==> config.mk <==
export PLATFORM = sky130hd
export DESIGN_NAME = mux_rr_nto1_reg
export DESIGN_NICKNAME = d
export VERILOG_FILES = /design/src/rtl/mux_rr_nto1_reg.sv
export SDC_FILE = /design/constraint.sdc
export NUM_CORES = 1
export LEC_CHECK = 0
export ABC_AREA = 1
export CAP_MARGIN = 20
export CORE_MARGIN = 1
export CORE_UTILIZATION = 40
export CTS_CLUSTER_SIZE = 20
export DETAILED_ROUTE_END_ITERATION = 10
export PLACE_DENSITY = 0.85
export SYNTH_ARGS = -nofsm -noshare
export SYNTH_HDL_FRONTEND = slang
export SYNTH_SLANG_ARGS = --single-unit
==> constraint.sdc <==
create_clock -name i_clk -period 2.66 [get_ports i_clk]
set_input_delay 0.266 -clock i_clk [delete_from_list [all_inputs] [get_ports i_clk]]
set_output_delay 0.266 -clock i_clk [all_outputs]
set_load 0.03 [all_outputs]
==> src/rtl/mux_rr_nto1_reg.sv <==
// N-to-1 round-robin multiplexer with valid/ready on every port and one registered output stage.
// A forced-select mode bypasses the round-robin search without moving the pointer.
module mux_rr_nto1_reg #(
    parameter  int WIDTH = 32,
    parameter  int N_IN  = 4,
    localparam int SEL_W = (N_IN > 2) ? $clog2(N_IN) : 1
) (
    input  logic                    i_clk,
    input  logic                    i_rst_n,
    input  logic [N_IN-1:0]         i_valid,
    input  logic [N_IN*WIDTH-1:0]   i_data,
    output logic [N_IN-1:0]         o_ready,
    input  logic                    i_force_en,
    input  logic [SEL_W-1:0]        i_force_sel,
    output logic                    o_valid,
    output logic [WIDTH-1:0]        o_data,
    output logic [SEL_W-1:0]        o_sel,
    input  logic                    i_ready
);

    logic [SEL_W-1:0] ptr;
    logic             accept;
    logic             grant_vld;
    logic [SEL_W-1:0] grant_idx;
    logic [SEL_W:0]   rr_sum;
    logic [SEL_W-1:0] rr_idx;
    logic             load;
    logic [WIDTH-1:0] chan_data;

    // Gated by reset so no producer sees an accept while the block is held in reset.
    assign accept = i_rst_n && (!o_valid || i_ready);

    always_comb begin
        grant_vld = 1'b0;
        grant_idx = '0;
        rr_sum    = '0;
        rr_idx    = '0;
        if (i_force_en) begin
            if (int'(i_force_sel) < N_IN) begin
                grant_vld = i_valid[i_force_sel];
                grant_idx = i_force_sel;
            end
        end else begin
            // Search ptr, ptr+1, ... with an explicit wrap so non-power-of-two N_IN stays in range.
            for (int unsigned j = 0; j < N_IN; j++) begin
                rr_sum = {1'b0, ptr} + (SEL_W+1)'(j);
                if (rr_sum >= (SEL_W+1)'(N_IN))
                    rr_sum = rr_sum - (SEL_W+1)'(N_IN);
                rr_idx = rr_sum[SEL_W-1:0];
                if (!grant_vld && i_valid[rr_idx]) begin
                    grant_vld = 1'b1;
                    grant_idx = rr_idx;
                end
            end
        end
    end

    assign load      = accept && grant_vld;
    assign o_ready   = load ? (N_IN'(1) << grant_idx) : '0;
    assign chan_data = i_data[grant_idx*WIDTH +: WIDTH];

    always_ff @(posedge i_clk or negedge i_rst_n) begin
        if (!i_rst_n) begin
            o_valid <= 1'b0;
            o_data  <= '0;
            o_sel   <= '0;
            ptr     <= '0;
        end else begin
            if (load) begin
                o_valid <= 1'b1;
                o_data  <= chan_data;
                o_sel   <= grant_idx;
                if (!i_force_en)
                    ptr <= (grant_idx == SEL_W'(N_IN-1)) ? '0 : grant_idx + 1'b1;
            end else if (o_valid && i_ready) begin
                o_valid <= 1'b0;
            end
        end
    end

endmodule

==> impl_metrics.py <==
metrics = {
    "routing": {
        "wl_per_cell_um": 13.4,
        "drtIter0Drc": 210,
        "drcViolationCount": 0,
        "totalWireLength_um": 10800,
        "ant_nets": 0,
        "dr.pass1.iters": 5,
        "num_vias": 4007,
        "vias_per_cell": 4.95,
    },
    "placement": {
        "dpl.hpwl_um": 7980,
        "pre_cts_ws_ps": -169,
        "gp_congestion": 0.926,
        "dpl_cell_area_sq_um": 4850,
        "port-buffer-count": 176,
        "dpl.cell_count": 798,
    },
    "global_route": {
        "grt_usage_pct": 27.3,
        "antenna_found_initial": 0,
        "grt_max_degree": 65,
        "grt_pass1_vias": 3804,
        "grt_pass1_wl_um": 18100,
        "overflow": 0,
    },
    "setup_path": {
        "reg2reg_from": "ptr[0]",
        "crit_slowest_cell": "dfrtp_2",
        "path_cells": "inv_4, nand2_1, nand3_1, nand2_1, inv_2, nand4_1, nand3_1, nor2_2, nor2_4, buf_4, nor2_1, buf_4",
        "rr_worst_depth": 17,
        "r2r-end": "o_data[4]",
        "critPathLaunchType": "flop",
        "critical_path_arrival_ps": 2220,
        "r2r_slack_ps": 280,
        "cpPeakStageDelay_ps": 460,
        "cp_max_fo": 9,
        "path_class": "reg2out",
        "cp.required_ps": 2390,
        "cp-end-kind": "output port",
    },
    "layout": {
        "final_layout_size_suffix_gt1_share_pct": 6.62,
        "layout-area-overhead-vs-synth_pct": 59.1,
        "fin_area_sq_um": 4990,
        "nNetsFinal": 847,
        "stdcell_count": 809,
        "antenna_cells": 0,
    },
    "pwr": {
        "peakVddDrop_uv": 454,
        "power_density_nw_per_um2": 950,
        "p_leak_uw": 0.00264,
    },
    "die": {
        "coreArea_sq_um": 7410,
        "num_io_pins": 177,
        "die_x_um": 90.5,
        "rows": 31,
        "dieArea_sq_um": 8190,
        "start_util_pct": 42.3,
        "die_h_um": 90.5,
    },
    "logic_synthesis": {
        "yosysWarnings": 0,
        "ys_ff_latch": 37,
        "synth_top_area_share_pct": 43.4,
        "yosys.area.top_type": "nand2_1",
        "syn_area_per_cell_sq_um": 5.75,
        "synth.net_count": 683,
        "yosys-top-cells-area": "nand2_1, dfrtp_1, nand3_1",
        "ys_seq_area_share_pct": 29.6,
        "syn-cell-area_sq_um": 3130,
        "postSynthCellCount": 545,
        "yosysUniqueCellTypes": 21,
    },
    "clock_network": {
        "clockBufferDepth": 2,
        "numCtsBuffers": 5,
        "htree_levels": 2,
        "clock_sinks": 37,
        "clock-root-buffer": "clkbuf_8",
        "insertion_delay_ps": 290,
        "cts_tree": "built",
        "clk_pin_slew_worst_paths_ps": 70,
    },
    "job": {
        "max-cap-violations": 0,
    },
    "sta": {
        "hold_violations": 0,
        "slew_violations": 0,
        "tightest_slew_ps": 534,
        "fin_crit_sh_pct": 93.5,
        "rsz0062_at_grt": "no",
        "maxSlewHeadroom_pct": 64.3,
        "finClkSkew_ps": 6.79,
        "period_needed_ps": 2490,
        "timing.fmax_mhz": 402,
        "setup_viol": 0,
        "worst_slack_ps": 173,
    },
    "run_status": {
        "status": "finished, final reports clean",
    },
    "min_path": {
        "hold_class": "in2async",
    },
}
[power breakdown]
group          internal, uW  total [uW]  switching, uW
combinational          1250        3330           2080
sequential              810         971            160
clock                   234         435            201
total                  2290        4740           2450
[sequential cells by signal (all words and copies together) (netlist names)]
register	flops
o_sel	2
o_data	32
o_valid	1
ptr	2
[synth_stat cells]
cell / n
nor2_4: 3
buf_4: 8
o21ai_0: 3
inv_2: 4
nand3_1: 74
nand4_1: 1
inv_4: 1
nor2_1: 7
o2111ai_1: 1
nand2_1: 362
buf_2: 9
nand2_2: 3
o21ai_2: 2
a21oi_1: 1
nor3_4: 1
o21ai_1: 2
clkbuf_1: 5
dfrtp_1: 37
inv_1: 8
nand3_2: 1
buf_6: 12
[area by class of cell]
class                           instances  area, sq um
Tap cell                               99          124
Fill cell                             649         2420
Inverter                               13         51.3
Multi-Input combinational cell        462         1920
Sequential cell                        37          927
Clock inverter                          1         5.00
Timing Repair Buffer                  190         1860
Clock buffer                            7         96.3
[stage by stage]
stage / util [%] / hold slack [ps] / TNS [ps] / total power [uW]
floorplan: - / -29.6 / 0 / 3240
global placement: 65.5 / 351 / -70.7 / 4150
detailed placement: 65.5 / 357 / -186 / 4220
CTS: 67.2 / 44.0 / 0 / 4720
global route: 67.3 / 48.4 / 0 / 5140
finish: 67.3 / 28.3 / 0 / 4740
[metal layers]
metal  GRT usage (%)  share of wire, %  vias up
met1            32.2                40     1796
met5               0                 0        -
li1                -                 -     2010
met4            9.68               2.4        0
met3            6.06               7.0       27
met2            48.4                51      174
[worst max-delay path, delay by kind of cell (launching register included)]
| family | cells | cell delay, ps |
|---|---|---|
| buffers and inverters | 4 | 450 |
| AND/OR/NAND/NOR | 8 | 1020 |
| flip-flops | 1 | 460 |
[cell usage in the layout, fill, tap and decap left out, types with 2 or more instances in the layout]
cell | synthesis | final
o21ai_0 | 3 | 3
nor2_2 | 0 | 2
nor2_4 | 3 | 4
clkbuf_8 | 0 | 7
o21ai_1 | 2 | 2
nand2_2 | 3 | 3
buf_4 | 8 | 17
nand2_1 | 362 | 362
inv_2 | 4 | 4
clkdlybuf4s50_1 | 0 | 171
dfrtp_1 | 37 | 36
o21ai_2 | 2 | 2
inv_1 | 8 | 8
nand3_2 | 1 | 2
nand3_1 | 74 | 73
nor2_1 | 7 | 5
[what timing repair did]
item | CTS | global route
buffers inserted | 2 | 0
gates cloned | 1 | 0
resized for setup | 0 | 4
hold buffers | 0 | 0
pin swaps | 1 | 0
endpoints found under the setup margin | 2 | 20
[cells by family (layout without fill, tap and decap cells)]
| family | Yosys count | after routing | share of synthesized area (%) |
|---|---|---|---|
| and+or+nand+nor | 452 | 453 | 58.7 |
| buffers and inverters | 47 | 211 | 9.90 |
| AOI/OAI and AO/OA | 9 | 9 | 1.80 |
| DFF | 37 | 37 | 29.6 |
[worst max path at each step]
stage,start,to,slack (ps),depth (start not counted)
final,ptr[0],o_ready[1],170,12
after global routing,ptr[1],o_ready[3],9,14
after CTS,ptr[0],o_ready[1],120,12
after detailed placement,i_valid[3],o_ready[2],-170,13
after global placement,i_valid[3],o_ready[2],-70,13
after floorplan,ptr[0],o_ready[2],400,13
Note: power is estimated with default switching activity, not from simulation.
